## src/rtl/cdc_fifo_write_control.sv

```systemverilog
// Write-side pointer and flag logic for an asynchronous FIFO.
// Synchronizes the Gray read pointer, then derives full/almost_full/free_count.
module cdc_fifo_write_control #(
  parameter int ADDRESS_WIDTH         = 4,
  parameter int ALMOST_FULL_THRESHOLD = 2
) (
  input  logic                     clock,
  input  logic                     reset,
  input  logic                     increment,
  input  logic                     clear_overflow,
  input  logic [ADDRESS_WIDTH-1:0] read_address_gray,
  output logic                     write_enable,
  output logic [ADDRESS_WIDTH-1:0] write_address,
  output logic [ADDRESS_WIDTH-1:0] write_address_gray,
  output logic                     full,
  output logic                     almost_full,
  output logic                     overflow,
  output logic [ADDRESS_WIDTH-1:0] free_count
);

  localparam logic [31:0] AF_THRESHOLD = ALMOST_FULL_THRESHOLD;

  logic [ADDRESS_WIDTH-1:0] r_sync1;
  logic [ADDRESS_WIDTH-1:0] r_sync2;
  logic [ADDRESS_WIDTH-1:0] r_write_address;
  logic [ADDRESS_WIDTH-1:0] r_write_address_gray;
  logic                     r_overflow;

  logic [ADDRESS_WIDTH-1:0] w_read_address_sync;
  logic [ADDRESS_WIDTH-1:0] w_write_address_next;
  logic [ADDRESS_WIDTH-1:0] w_free_count;
  logic                     w_full;
  logic                     w_write_enable;

  // Gray to binary: each bit is the XOR of itself and every more-significant bit.
  genvar gi;
  generate
    for (gi = 0; gi < ADDRESS_WIDTH; gi++) begin : g_gray2bin
      assign w_read_address_sync[gi] = ^r_sync2[ADDRESS_WIDTH-1:gi];
    end
  endgenerate

  assign w_write_address_next = r_write_address + 1'b1;
  assign w_free_count         = w_read_address_sync - r_write_address - 1'b1;
  assign w_full               = (w_write_address_next == w_read_address_sync);
  assign w_write_enable       = increment & ~w_full & ~reset;

  always_ff @(posedge clock) begin
    if (reset) begin
      r_sync1              <= '0;
      r_sync2              <= '0;
      r_write_address      <= '0;
      r_write_address_gray <= '0;
      r_overflow           <= 1'b0;
    end else begin
      r_sync1 <= read_address_gray;
      r_sync2 <= r_sync1;
      if (w_write_enable) begin
        r_write_address      <= w_write_address_next;
        r_write_address_gray <= (w_write_address_next >> 1) ^ w_write_address_next;
      end
      // A new overflow event takes priority over a clear in the same cycle.
      if (increment && w_full)
        r_overflow <= 1'b1;
      else if (clear_overflow)
        r_overflow <= 1'b0;
    end
  end

  assign write_enable       = w_write_enable;
  assign write_address      = r_write_address;
  assign write_address_gray = r_write_address_gray;
  assign full               = w_full;
  assign almost_full        = ({{(32-ADDRESS_WIDTH){1'b0}}, w_free_count} <= AF_THRESHOLD);
  assign overflow           = r_overflow;
  assign free_count         = w_free_count;

endmodule

```

## config.mk

```make
export PLATFORM = sky130hd
export DESIGN_NAME = cdc_fifo_write_control
export DESIGN_NICKNAME = d
export VERILOG_FILES = /design/src/rtl/cdc_fifo_write_control.sv
export SDC_FILE = /design/constraint.sdc
export NUM_CORES = 1
export LEC_CHECK = 0
export ABC_AREA = 1
export BUFFER_PORTS_ARGS = -buffer_cell sky130_fd_sc_hd__buf_4
export CORE_ASPECT_RATIO = 0.8
export CORE_MARGIN = 3
export CORE_UTILIZATION = 54
export CTS_BUF_LIST = sky130_fd_sc_hd__clkbuf_2 sky130_fd_sc_hd__clkbuf_4 sky130_fd_sc_hd__clkbuf_8
export CTS_CLUSTER_DIAMETER = 80
export CTS_CLUSTER_SIZE = 16
export DETAILED_ROUTE_END_ITERATION = 8
export PLACE_DENSITY = 0.91
export SETUP_SLACK_MARGIN = 0.05
export SLEW_MARGIN = 20
export SYNTH_ARGS = -nofsm -noshare
export SYNTH_HDL_FRONTEND = slang
export SYNTH_SLANG_ARGS = --single-unit
```

## constraint.sdc

```tcl
create_clock -name clock -period 2.9 [get_ports clock]
set_clock_uncertainty 0.05 [all_clocks]
set_input_delay 0.58 -clock clock [delete_from_list [all_inputs] [get_ports clock]]
set_output_delay 0.58 -clock clock [all_outputs]
set_load 0.01 [all_outputs]
```

==> results of run 1 <==
## routing by layer
metal / part of all wire, % / global-route usage (%) / vias to the layer above
li1: - / - / 458
met1: 39 / 22.0 / 413
met2: 52 / 31.1 / 31
met3: 5.9 / 5.15 / 7
met4: 3.0 / 16.8 / 0
met5: 0 / 0 / -
## what timing repair did
| item | in CTS | in global routing |
|---|---|---|
| setup endpoints to repair | 2 | 2 |
| hold buffers | 0 | 0 |
| setup buffers | 0 | 9 |
| resized for setup | 3 | 11 |
| pin swaps | 1 | 10 |
## per-stage QoR
stage / std cells / hold WS, ns / instance area (sq um) / TNS, ns / util [%]
2_1_floorplan: 133 / 0.338 / 965 / 0 / -
3_3_place_gp: 175 / 0.342 / 1150 / 0 / 69.2
3_5_place_dp: 175 / 0.342 / 1150 / 0 / 69.2
4_1_cts: 179 / 0.348 / 1190 / 0 / 71.7
5_1_grt: 188 / 0.369 / 1290 / -0.0937 / 77.9
6_report: 188 / 0.347 / 1290 / 0 / 77.9
## state kept, by name, indices dropped and copies added (netlist names)
| name | cells |
|---|---|
| write_address | 4 |
| overflow | 1 |
| r_sync1 | 4 |
| write_address_gray | 3 |
| r_sync2 | 4 |
## power groups by stage
stage	combinational (uW)	clock, uW	sequential [uW]
after floorplan	211	0	270
after global placement	310	0	265
after detailed placement	323	0	265
after CTS	327	152	261
after global routing	396	161	264
final	364	151	260
## cells by family (layout without fill, tap and decap cells)
logic type,Yosys count,after routing,synth area share (%)
DFF,16,16,33.2
adders and majority gates,5,5,7.26
buffers and inverters,30,63,12.2
and+or+nand+nor,70,70,37.7
AOI/OAI and AO/OA,5,5,3.24
xor gates and xnor gates,7,7,6.36
## area by class of cell
| type | instances | area (sq um) |
|---|---|---|
| multi-input cells | 87 | 559 |
| inverters | 27 | 104 |
| clock buffers | 4 | 36.3 |
| flip-flops and latches | 16 | 325 |
| repair buffers | 32 | 240 |
| fillers | 120 | 367 |
| well taps | 22 | 27.5 |
## path summary, 6_finish.rpt
path / end / depth (start not counted) / start / slack (ns)
worst max-delay path: almost_full / 10 / r_sync2[3] / 0.05
worst min-delay path: r_sync2[2] / 2 / r_sync1[2] / 0.35
worst min register to register: r_sync2[2] / 2 / r_sync1[2] / 0.35
worst max register to register: write_address[0] / 16 / r_sync2[3] / 0.71
## critical path, cell delays in order, from the launching register on
cell and delay [ns]:
sky130_fd_sc_hd__dfxtp_4 0.38, sky130_fd_sc_hd__inv_4 0.04, sky130_fd_sc_hd__nand2_2 0.06, sky130_fd_sc_hd__nand2_2 0.06, sky130_fd_sc_hd__nand2_2 0.10, sky130_fd_sc_hd__nand2_4 0.06
sky130_fd_sc_hd__xnor2_1 0.17, sky130_fd_sc_hd__ha_2 0.23, sky130_fd_sc_hd__fa_2 0.46, sky130_fd_sc_hd__a211oi_2 0.22, sky130_fd_sc_hd__buf_4 0.15
## synth_stat cells
library cell	count
sky130_fd_sc_hd__inv_2	4
sky130_fd_sc_hd__nand2_1	26
sky130_fd_sc_hd__buf_1	1
sky130_fd_sc_hd__ha_1	4
sky130_fd_sc_hd__fa_1	1
sky130_fd_sc_hd__inv_1	22
sky130_fd_sc_hd__nand2_2	13
sky130_fd_sc_hd__nor2_2	9
sky130_fd_sc_hd__buf_2	1
sky130_fd_sc_hd__clkinv_1	1
sky130_fd_sc_hd__nand3_2	1
sky130_fd_sc_hd__nand2_4	1
sky130_fd_sc_hd__buf_4	1
sky130_fd_sc_hd__nand2_8	1
sky130_fd_sc_hd__nand3_1	7
sky130_fd_sc_hd__a211oi_1	1
sky130_fd_sc_hd__xor2_1	4
sky130_fd_sc_hd__nor2_4	1
sky130_fd_sc_hd__dfxtp_1	16
sky130_fd_sc_hd__a21oi_1	3
sky130_fd_sc_hd__xnor2_1	3
sky130_fd_sc_hd__nor2_1	11
sky130_fd_sc_hd__a21oi_2	1
==> metrics.txt, run 1 <==
# TYPE chip_impl_metric gauge
chip_impl_info{name="run_status",value="finished clean"} 1
chip_impl_metric{name="ys_ff_latch",unit=""} 16
chip_impl_metric{name="number_of_buffers_inserted_during_clock_tree_synthesis",unit=""} 3
chip_impl_metric{name="antennaDiodeCount",unit=""} 0
chip_impl_metric{name="yosys.area.top_type_share",unit="%"} 33.2
chip_impl_metric{name="postLayoutSetupSlackWorst",unit="ns"} 0.0529
chip_impl_metric{name="clkSinkCount",unit=""} 16
chip_impl_metric{name="grt_pass1_wl",unit="microns"} 3240
chip_impl_info{name="setup.worst_path.end_class",value="primary output"} 1
chip_impl_metric{name="initial_utilization",unit="%"} 58.1
chip_impl_metric{name="dp_worst_setup_slack",unit="ns"} 0.285
chip_impl_metric{name="antenna_left",unit=""} 0
chip_impl_info{name="most-common-layout-cells",value="sky130_fd_sc_hd__buf_4 (32), sky130_fd_sc_hd__nand2_1 (22), sky130_fd_sc_hd__inv_1 (21), sky130_fd_sc_hd__nand2_2 (16), sky130_fd_sc_hd__dfxtp_1 (14)"} 1
chip_impl_metric{name="post-dp-hpwl",unit="microns"} 1530
chip_impl_metric{name="finish.net_count",unit=""} 180
chip_impl_metric{name="areaGrowthSynthToFinish",unit="%"} 34.0
chip_impl_metric{name="final_period_minus_worst_setup_slack",unit="ns"} 2.85
chip_impl_metric{name="drv.max_cap_violation_count",unit=""} 0
chip_impl_info{name="timing_worst_setup_path_type",value="reg -> out"} 1
chip_impl_metric{name="worst-endpoint-arrival",unit="ns"} 2.22
chip_impl_metric{name="fp.dieH",unit="microns"} 43.8
chip_impl_metric{name="drv_slew",unit=""} 0
chip_impl_metric{name="finalWirelength",unit="microns"} 2160
chip_impl_metric{name="pin_count",unit=""} 24
chip_impl_metric{name="combPwrFrac",unit="%"} 46.9
chip_impl_metric{name="synth_sequential_area_ratio",unit="%"} 33.2
chip_impl_info{name="synth.top_cells.by_area",value="sky130_fd_sc_hd__dfxtp_1 (33%), sky130_fd_sc_hd__nand2_1 (10%), sky130_fd_sc_hd__inv_1 (8.6%), sky130_fd_sc_hd__nand2_2 (8.4%), sky130_fd_sc_hd__nor2_2 (5.8%)"} 1
chip_impl_metric{name="pwr-share-clk",unit="%"} 19.4
chip_impl_metric{name="worst_pin_slew",unit="ns"} 0.248
chip_impl_metric{name="pin_count_of_the_biggest_net_entering_global_routing",unit=""} 13
chip_impl_metric{name="total_leakage_power",unit="uW"} 0.000663
chip_impl_metric{name="synth_cells",unit=""} 133
chip_impl_metric{name="power_per_unit_of_standard_cell_area",unit="nW/um^2"} 599
chip_impl_metric{name="max-slew-margin-rel",unit="%"} 83.4
chip_impl_metric{name="placement_rows",unit=""} 13
chip_impl_metric{name="core_region_area",unit="sq um"} 1660
chip_impl_info{name="tritoncts",value="yes"} 1
chip_impl_metric{name="grt.overflow.total",unit=""} 0
chip_impl_metric{name="drc_viols",unit=""} 0
chip_impl_metric{name="grt_antenna_before_repair",unit=""} 0
chip_impl_metric{name="clock_path_buffers",unit=""} 2
chip_impl_metric{name="drive_gt1_share",unit="%"} 47.0
chip_impl_metric{name="max_clock_freq",unit="MHz"} 351
chip_impl_metric{name="drtIter0Drc",unit=""} 10
chip_impl_metric{name="netSwitchingPower",unit="uW"} 290
chip_impl_metric{name="grt_usage",unit="%"} 19.8
chip_impl_metric{name="sequentialPowerShare",unit="%"} 33.6
chip_impl_metric{name="num_vias",unit=""} 909
chip_impl_metric{name="final-hold-violation-count",unit=""} 0
chip_impl_metric{name="synth.yosys.warnings",unit=""} 0
chip_impl_info{name="crit_path_start_kind",value="flip-flop"} 1
chip_impl_metric{name="numPortBuffers",unit=""} 23
chip_impl_metric{name="ys_types",unit=""} 23
chip_impl_info{name="synth_top_area_cell",value="sky130_fd_sc_hd__dfxtp_1"} 1
chip_impl_metric{name="avgSynthCellArea",unit="sq um"} 7.25
chip_impl_metric{name="syn_area",unit="sq um"} 965
chip_impl_metric{name="largest_voltage_drop_on_the_vdd_net",unit="mV"} 0.372
chip_impl_info{name="rsz0062_at_grt",value="true"} 1
chip_impl_metric{name="drt-wirelength-per-cell",unit="microns"} 11.5
chip_impl_info{name="mostFrequentLayoutCell",value="sky130_fd_sc_hd__buf_4"} 1
chip_impl_metric{name="clk_pin_slew_worst_paths",unit="ns"} 0.09
chip_impl_info{name="holdCritPathClass",value="reg -> reg"} 1
chip_impl_metric{name="clock_insertion_delay_worst_skew",unit="ns"} 0.29
chip_impl_metric{name="vias_per_cell",unit=""} 4.84
chip_impl_metric{name="layout_worst_path_cycle_share",unit="%"} 98.2
chip_impl_metric{name="drtPass1Iterations",unit=""} 4
chip_impl_metric{name="fp.dieW",unit="microns"} 53.3
chip_impl_metric{name="vias_in_the_first_global_route",unit=""} 814
chip_impl_metric{name="synth_fp_nets",unit=""} 146
chip_impl_metric{name="h-tree-depth",unit=""} 1
chip_impl_metric{name="floorplan.die_area",unit="sq um"} 2330
chip_impl_info{name="clk_root_buffer_cell",value="sky130_fd_sc_hd__clkbuf_4"} 1
chip_impl_metric{name="worstPathMaxFanout",unit=""} 4
chip_impl_metric{name="p_int",unit="uW"} 485
chip_impl_metric{name="final_estimated_routing_congestion_in_global_placement",unit=""} 0.883
chip_impl_metric{name="finalPower",unit="uW"} 775
chip_impl_metric{name="swShare",unit="%"} 37.4
chip_impl_metric{name="critical_path_data_required_time",unit="ns"} 2.27
chip_impl_metric{name="finalSetupViolations",unit=""} 0
Note: power is estimated with default switching activity, not from simulation.
==> run 2: changes to the inputs <==
ABC_CLOCK_PERIOD_IN_PS = 2900   (was unset)
CORE_MARGIN = 2   (was 3)
==> run 2 against run 1 <==
Combinational power is 3% lower. Die area shrank 8.1%. Routed wire length grew 3.5%. Cell area fell by 2.1%. Cell count fell by 3.2%. Sequential share of layout area up 0.55 points. Fmax rose by 0.63%. First-iteration DRC count is 20% higher. Sequential power is essentially flat. Clock power decreased by 3%. Register-to-register slack better by 0.03 ns. Hold slack improved by 0.0089 ns. Highest routed layer unchanged.
==> metrics.txt, run 2 (same netlist as run 1, synthesis figures left out) <==
# TYPE chip_impl_metric gauge
chip_impl_info{name="run_status",value="finished clean"} 1
chip_impl_metric{name="fp.dieW",unit="microns"} 51.3
chip_impl_metric{name="cts.hold.buffers_added",unit=""} 0
chip_impl_info{name="setup.worst_path.end_class",value="primary output"} 1
chip_impl_metric{name="grt_pass1_wl",unit="microns"} 3370
chip_impl_metric{name="drt-wirelength-per-cell",unit="microns"} 12.3
chip_impl_metric{name="areaGrowthSynthToFinish",unit="%"} 31.1
chip_impl_metric{name="post-dp-hpwl",unit="microns"} 1580
chip_impl_info{name="timing_worst_setup_path_type",value="reg -> out"} 1
chip_impl_metric{name="number_of_buffers_inserted_during_clock_tree_synthesis",unit=""} 3
chip_impl_metric{name="swShare",unit="%"} 37.5
chip_impl_metric{name="vias_in_the_first_global_route",unit=""} 807
chip_impl_metric{name="antenna_left",unit=""} 0
chip_impl_metric{name="finalSetupViolations",unit=""} 0
chip_impl_metric{name="final_estimated_routing_congestion_in_global_placement",unit=""} 0.881
chip_impl_metric{name="fin_tns_setup",unit="ns"} 0
chip_impl_metric{name="dp_worst_setup_slack",unit="ns"} 0.269
chip_impl_metric{name="worst-endpoint-arrival",unit="ns"} 2.20
chip_impl_info{name="crit_path_start_kind",value="flip-flop"} 1
chip_impl_metric{name="p_int",unit="uW"} 477
chip_impl_metric{name="vias_per_cell",unit=""} 4.87
chip_impl_metric{name="clkSinkCount",unit=""} 16
chip_impl_metric{name="max_clock_freq",unit="MHz"} 353
chip_impl_metric{name="layout.core_utilization",unit="%"} 76.2
chip_impl_metric{name="pin_count_of_the_biggest_net_entering_global_routing",unit=""} 13
chip_impl_info{name="mostFrequentLayoutCell",value="sky130_fd_sc_hd__buf_4"} 1
chip_impl_metric{name="grt_usage",unit="%"} 21.2
chip_impl_info{name="tritoncts",value="yes"} 1
chip_impl_metric{name="largest_voltage_drop_on_the_vdd_net",unit="mV"} 0.364
chip_impl_metric{name="final.fill_count",unit=""} 125
chip_impl_metric{name="finish.net_count",unit=""} 174
chip_impl_metric{name="clk_pin_slew_worst_paths",unit="ns"} 0.09
chip_impl_metric{name="combPwrFrac",unit="%"} 46.4
chip_impl_info{name="rsz0062_at_grt",value="true"} 1
chip_impl_metric{name="pin_count",unit=""} 24
chip_impl_metric{name="pwr-share-clk",unit="%"} 19.3
chip_impl_metric{name="clock_insertion_delay_worst_skew",unit="ns"} 0.29
chip_impl_metric{name="floorplan.die_area",unit="sq um"} 2140
chip_impl_metric{name="initial_utilization",unit="%"} 58.1
chip_impl_metric{name="final-hold-violation-count",unit=""} 0
chip_impl_metric{name="critical_path_data_required_time",unit="ns"} 2.27
chip_impl_metric{name="finalWirelength",unit="microns"} 2240
chip_impl_info{name="clk_root_buffer_cell",value="sky130_fd_sc_hd__clkbuf_4"} 1
chip_impl_metric{name="sequentialPowerShare",unit="%"} 34.3
chip_impl_metric{name="placement_rows",unit=""} 13
chip_impl_metric{name="drv_slew",unit=""} 0
chip_impl_metric{name="drtIter0Drc",unit=""} 12
chip_impl_metric{name="grt_antenna_before_repair",unit=""} 0
chip_impl_metric{name="drive_gt1_share",unit="%"} 45.6
chip_impl_metric{name="drv.max_cap_violation_count",unit=""} 0
chip_impl_info{name="holdCritPathClass",value="reg -> reg"} 1
chip_impl_info{name="most-common-layout-cells",value="sky130_fd_sc_hd__buf_4 (26), sky130_fd_sc_hd__nand2_1 (22), sky130_fd_sc_hd__inv_1 (21), sky130_fd_sc_hd__nand2_2 (14), sky130_fd_sc_hd__dfxtp_1 (14)"} 1
chip_impl_metric{name="drtPass1Iterations",unit=""} 4
chip_impl_metric{name="numPortBuffers",unit=""} 23
chip_impl_metric{name="area_taken_by_multi_input_logic_gates",unit="sq um"} 577
chip_impl_metric{name="final_period_minus_worst_setup_slack",unit="ns"} 2.83
chip_impl_metric{name="total_leakage_power",unit="uW"} 0.000653
chip_impl_metric{name="fp.dieH",unit="microns"} 41.8
chip_impl_metric{name="grt.overflow.total",unit=""} 0
chip_impl_metric{name="clock_path_buffers",unit=""} 2
chip_impl_metric{name="netSwitchingPower",unit="uW"} 286
chip_impl_metric{name="worstPathMaxFanout",unit=""} 4
chip_impl_metric{name="power_per_unit_of_standard_cell_area",unit="nW/um^2"} 603
chip_impl_metric{name="num_vias",unit=""} 887
chip_impl_metric{name="core_region_area",unit="sq um"} 1660
chip_impl_metric{name="max-slew-margin-rel",unit="%"} 83.3
chip_impl_metric{name="h-tree-depth",unit=""} 1
chip_impl_metric{name="register_area",unit="sq um"} 325
chip_impl_metric{name="worst_pin_slew",unit="ns"} 0.250
chip_impl_metric{name="layout_worst_path_cycle_share",unit="%"} 97.6
chip_impl_metric{name="drc_viols",unit=""} 0
chip_impl_metric{name="postLayoutSetupSlackWorst",unit="ns"} 0.0708
chip_impl_metric{name="antennaDiodeCount",unit=""} 0
## run 2: cell count changes in the layout (fill, tap and decap cells not counted)
cell,before,now
sky130_fd_sc_hd__nand2_2,16,14
sky130_fd_sc_hd__xnor2_2,0,1
sky130_fd_sc_hd__buf_4,32,26
sky130_fd_sc_hd__xnor2_1,3,2
sky130_fd_sc_hd__nand2_4,2,4
## run 2: path summary, 6_finish.rpt
check                           startpoint               endpoint  slack, ns  cells past startpoint
worst max-delay path            r_sync2[3]            almost_full       0.07                     11
worst min-delay path            r_sync1[1]             r_sync2[1]       0.36                      2
worst min register to register  r_sync1[1]             r_sync2[1]       0.36                      2
worst max register to register  r_sync2[3]  write_address_gray[0]       0.74                     16
## run 2: final cells by class
type,instances,area share (%)
clock buffer,4,2.87
inverter,27,8.21
multi-input combinational,87,45.6
sequential,16,25.7
tap,22,2.18
timing repair buffer,26,15.4
## run 2: per-layer routing
layer,GRT usage [%],vias up,part of all wire (%)
met5,0,-,0
met4,11.6,0,2.5
met3,4.68,8,4.8
met2,37.1,34,50
met1,23.7,400,42
li1,-,445,-
## run 2: power groups by stage
| stage | logic (uW) | registers [uW] | clock network, uW |
|---|---|---|---|
| floorplan | 211 | 270 | 0 |
| global placement | 309 | 264 | 0 |
| detailed placement | 323 | 266 | 0 |
| CTS | 327 | 261 | 150 |
| global route | 385 | 265 | 158 |
| finish | 354 | 262 | 147 |
## run 2: critical path: stages (launching register included)
cell,delay [ns]
sky130_fd_sc_hd__dfxtp_4,0.39
sky130_fd_sc_hd__inv_4,0.04
sky130_fd_sc_hd__nand2_2,0.07
sky130_fd_sc_hd__nand2_4,0.07
sky130_fd_sc_hd__nand2_4,0.09
sky130_fd_sc_hd__nand2_4,0.07
sky130_fd_sc_hd__xnor2_2,0.13
sky130_fd_sc_hd__ha_2,0.20
sky130_fd_sc_hd__fa_2,0.38
sky130_fd_sc_hd__xor2_2,0.17
sky130_fd_sc_hd__a211oi_2,0.15
sky130_fd_sc_hd__buf_4,0.15
## run 2: timing repair
item                       CTS  global route
resized for setup            3            14
buffers inserted             0             3
pin swaps                    1             9
setup endpoints to repair    1             2
## run 2: through the flow
| stage | instance area (sq um) | power, uW | cells | hold WS (ns) |
|---|---|---|---|---|
| 4_1_cts | 1190 | 738 | 179 | 0.355 |
| 6_report | 1260 | 763 | 182 | 0.356 |
| 3_5_place_dp | 1150 | 589 | 175 | 0.343 |
| 5_1_grt | 1260 | 808 | 182 | 0.397 |
| 3_3_place_gp | 1150 | 574 | 175 | 0.340 |
| 2_1_floorplan | 965 | 481 | 133 | 0.338 |
==> run 3: changes to the inputs <==
CORE_ASPECT_RATIO = unset   (was 0.8)
==> run 3 against run 2 <==
Power down 2.4%. Critical path depth unchanged. Routed wire length down 11%. Hold slack worse by 0.0089 ns. Die area down 0.11%. First-iteration DRC count down 50%. Critical path type unchanged. Largest cell class unchanged. Largest power group unchanged.
==> metrics.txt, run 3 (same netlist as run 1, synthesis figures left out) <==
# TYPE chip_impl_metric gauge
chip_impl_metric{name="final_period_minus_worst_setup_slack",unit="ns"} 2.79
chip_impl_metric{name="finish.net_count",unit=""} 173
chip_impl_metric{name="max_clock_freq",unit="MHz"} 359
chip_impl_metric{name="clkSinkCount",unit=""} 16
chip_impl_info{name="timing_worst_setup_path_type",value="reg -> out"} 1
chip_impl_metric{name="antenna_left",unit=""} 0
chip_impl_metric{name="critical_path_data_required_time",unit="ns"} 2.27
chip_impl_metric{name="power_per_unit_of_standard_cell_area",unit="nW/um^2"} 605
chip_impl_metric{name="layout.core_utilization",unit="%"} 72.1
chip_impl_metric{name="pin_count",unit=""} 24
chip_impl_metric{name="vias_in_the_first_global_route",unit=""} 790
chip_impl_metric{name="grt.overflow.total",unit=""} 0
chip_impl_metric{name="timing.hold.worst_path_depth",unit=""} 2
chip_impl_metric{name="drtIter0Drc",unit=""} 6
chip_impl_info{name="holdCritPathClass",value="reg -> reg"} 1
chip_impl_metric{name="crit_path_max_incr_delay",unit="ns"} 0.36
chip_impl_info{name="most-common-layout-cells",value="sky130_fd_sc_hd__nand2_1 (25), sky130_fd_sc_hd__buf_4 (25), sky130_fd_sc_hd__inv_1 (22), sky130_fd_sc_hd__dfxtp_1 (14), sky130_fd_sc_hd__nand2_2 (13)"} 1
chip_impl_metric{name="cts.hold.buffers_added",unit=""} 0
chip_impl_metric{name="final_estimated_routing_congestion_in_global_placement",unit=""} 0.807
chip_impl_metric{name="drc_viols",unit=""} 0
chip_impl_metric{name="drtPass1Iterations",unit=""} 5
chip_impl_metric{name="worst-endpoint-arrival",unit="ns"} 2.16
chip_impl_info{name="crit_path_start_kind",value="flip-flop"} 1
chip_impl_metric{name="postLayoutSetupSlackWorst",unit="ns"} 0.112
chip_impl_metric{name="total_leakage_power",unit="uW"} 0.000633
chip_impl_info{name="path_common_cell",value="sky130_fd_sc_hd__nand2_1"} 1
chip_impl_info{name="run_status",value="finished clean"} 1
chip_impl_metric{name="areaGrowthSynthToFinish",unit="%"} 27.6
chip_impl_metric{name="numPortBuffers",unit=""} 23
chip_impl_metric{name="finalWirelength",unit="microns"} 2000
chip_impl_metric{name="reg2reg_depth",unit=""} 16
chip_impl_metric{name="antennaDiodeCount",unit=""} 0
chip_impl_metric{name="cp.buffers_inverters",unit=""} 2
chip_impl_metric{name="fp.dieH",unit="microns"} 46.3
chip_impl_metric{name="reg2reg_slack",unit="ns"} 0.77
chip_impl_metric{name="finalPower",unit="uW"} 745
chip_impl_info{name="setup.worst_path.end_class",value="primary output"} 1
chip_impl_metric{name="grt_usage",unit="%"} 20.6
chip_impl_metric{name="clock_path_buffers",unit=""} 2
chip_impl_metric{name="dp_worst_setup_slack",unit="ns"} 0.220
chip_impl_info{name="rsz0062_at_grt",value="true"} 1
chip_impl_metric{name="post-dp-hpwl",unit="microns"} 1500
chip_impl_metric{name="drt-wirelength-per-cell",unit="microns"} 10.9
chip_impl_metric{name="grt_antenna_before_repair",unit=""} 0
chip_impl_metric{name="pin_count_of_the_biggest_net_entering_global_routing",unit=""} 13
chip_impl_info{name="crit_path_cell_trace",value="inv_2 -> nand2_1 -> nand2_1 -> nand2_2 -> nand2_4 -> xnor2_2 -> ha_2 -> fa_2 -> xor2_1 -> a211oi_2 -> buf_4"} 1
chip_impl_metric{name="fin_tns_setup",unit="ns"} 0
chip_impl_metric{name="core_region_area",unit="sq um"} 1710
chip_impl_metric{name="vias_per_cell",unit=""} 4.71
chip_impl_info{name="hold_path.startpoint",value="r_sync1[3]"} 1
chip_impl_metric{name="clock_insertion_delay_worst_skew",unit="ns"} 0.29
chip_impl_info{name="r2r-end",value="write_address_gray[0]"} 1
chip_impl_metric{name="fp.dieW",unit="microns"} 46.3
chip_impl_metric{name="largest_voltage_drop_on_the_vdd_net",unit="mV"} 0.379
chip_impl_info{name="critical-path-slowest-cell",value="sky130_fd_sc_hd__dfxtp_2"} 1
chip_impl_metric{name="finalSetupViolations",unit=""} 0
chip_impl_info{name="clk_root_buffer_cell",value="sky130_fd_sc_hd__clkbuf_4"} 1
chip_impl_info{name="whs_endpoint",value="r_sync2[3]"} 1
chip_impl_metric{name="layout_worst_path_cycle_share",unit="%"} 96.1
chip_impl_info{name="crit-reg2reg-launch",value="r_sync2[3]"} 1
chip_impl_metric{name="drv.max_cap_violation_count",unit=""} 0
chip_impl_metric{name="floorplan.die_area",unit="sq um"} 2140
chip_impl_metric{name="max-slew-margin-rel",unit="%"} 80.0
chip_impl_info{name="tritoncts",value="yes"} 1
chip_impl_metric{name="number_of_buffers_inserted_during_clock_tree_synthesis",unit=""} 3
chip_impl_metric{name="grt_pass1_wl",unit="microns"} 3100
chip_impl_metric{name="placement_rows",unit=""} 15
chip_impl_info{name="path_delay_family",value="adder cells"} 1
chip_impl_metric{name="drv_slew",unit=""} 0
chip_impl_metric{name="clk_pin_slew_worst_paths",unit="ns"} 0.09
chip_impl_metric{name="final-hold-violation-count",unit=""} 0
chip_impl_metric{name="num_vias",unit=""} 867
chip_impl_metric{name="h-tree-depth",unit=""} 1
chip_impl_metric{name="worstPathMaxFanout",unit=""} 4
chip_impl_metric{name="initial_utilization",unit="%"} 56.5
chip_impl_metric{name="drive_gt1_share",unit="%"} 42.1
chip_impl_metric{name="worst_pin_slew",unit="ns"} 0.300
==> run 3: cell count changes in the layout (fill, tap and decap cells not counted), sizes merged <==
cell	delta
buf	-1
==> run 3: worst register-to-register path: cells and delay by family (launching register included) <==
kind                     cells  cell delay (ns)
XOR/XNOR                     1             0.14
AND/OR/NAND/NOR             11             0.89
buffers and inverters        3             0.30
adder cells (fa/ha/maj)      1             0.31
flip-flops                   1             0.36
==> run 3: where the power goes <==
part | switching [uW] | internal (uW)
logic | 183 | 154
registers | 21.0 | 242
clock network | 68.7 | 76.5
total | 273 | 472
==> run 3: metrics by stage <==
step	cell area (sq um)	instances	hold slack [ns]
final	1230	184	0.347
after global routing	1230	184	0.370
after CTS	1200	182	0.349
after detailed placement	1150	178	0.344
after global placement	1150	178	0.341
after floorplan	965	133	0.338
==> run 3: what timing repair did <==
item / CTS / global route
cloned: 0 / 0
endpoints found under the setup margin: 2 / 2
pin swaps: 1 / 4
buffers inserted: 0 / 2
gates resized for setup: 4 / 4
==> run 3: area by class of cell <==
cell class / count / area (sq um)
well taps: 25 / 31.3
flip-flops and latches: 16 / 323
multi-input cells: 87 / 552
fillers: 131 / 477
repair buffers: 25 / 188
clock buffers: 4 / 36.3
inverters: 27 / 101
==> run 3: how the worst max path moves through the flow <==
stage / from / to / slack [ns] / cells after the start
2_1_floorplan: r_sync2[3] / almost_full / 0.36 / 10
3_3_place_gp: r_sync2[3] / almost_full / 0.38 / 11
3_5_place_dp: r_sync2[3] / almost_full / 0.22 / 11
4_1_cts: r_sync2[3] / almost_full / 0.06 / 10
5_1_grt: r_sync2[3] / almost_full / -0.02 / 11
6_report: r_sync2[3] / almost_full / 0.11 / 11
==> run 3: routing by layer <==
metal / vias up / global-route usage (%) / routed length (microns)
met1: 399 / 20.5 / 786
met2: 20 / 39.7 / 1120
met4: 0 / 10.3 / 30
li1: 444 / - / -
met3: 4 / 3.53 / 65
met5: - / 0 / 0
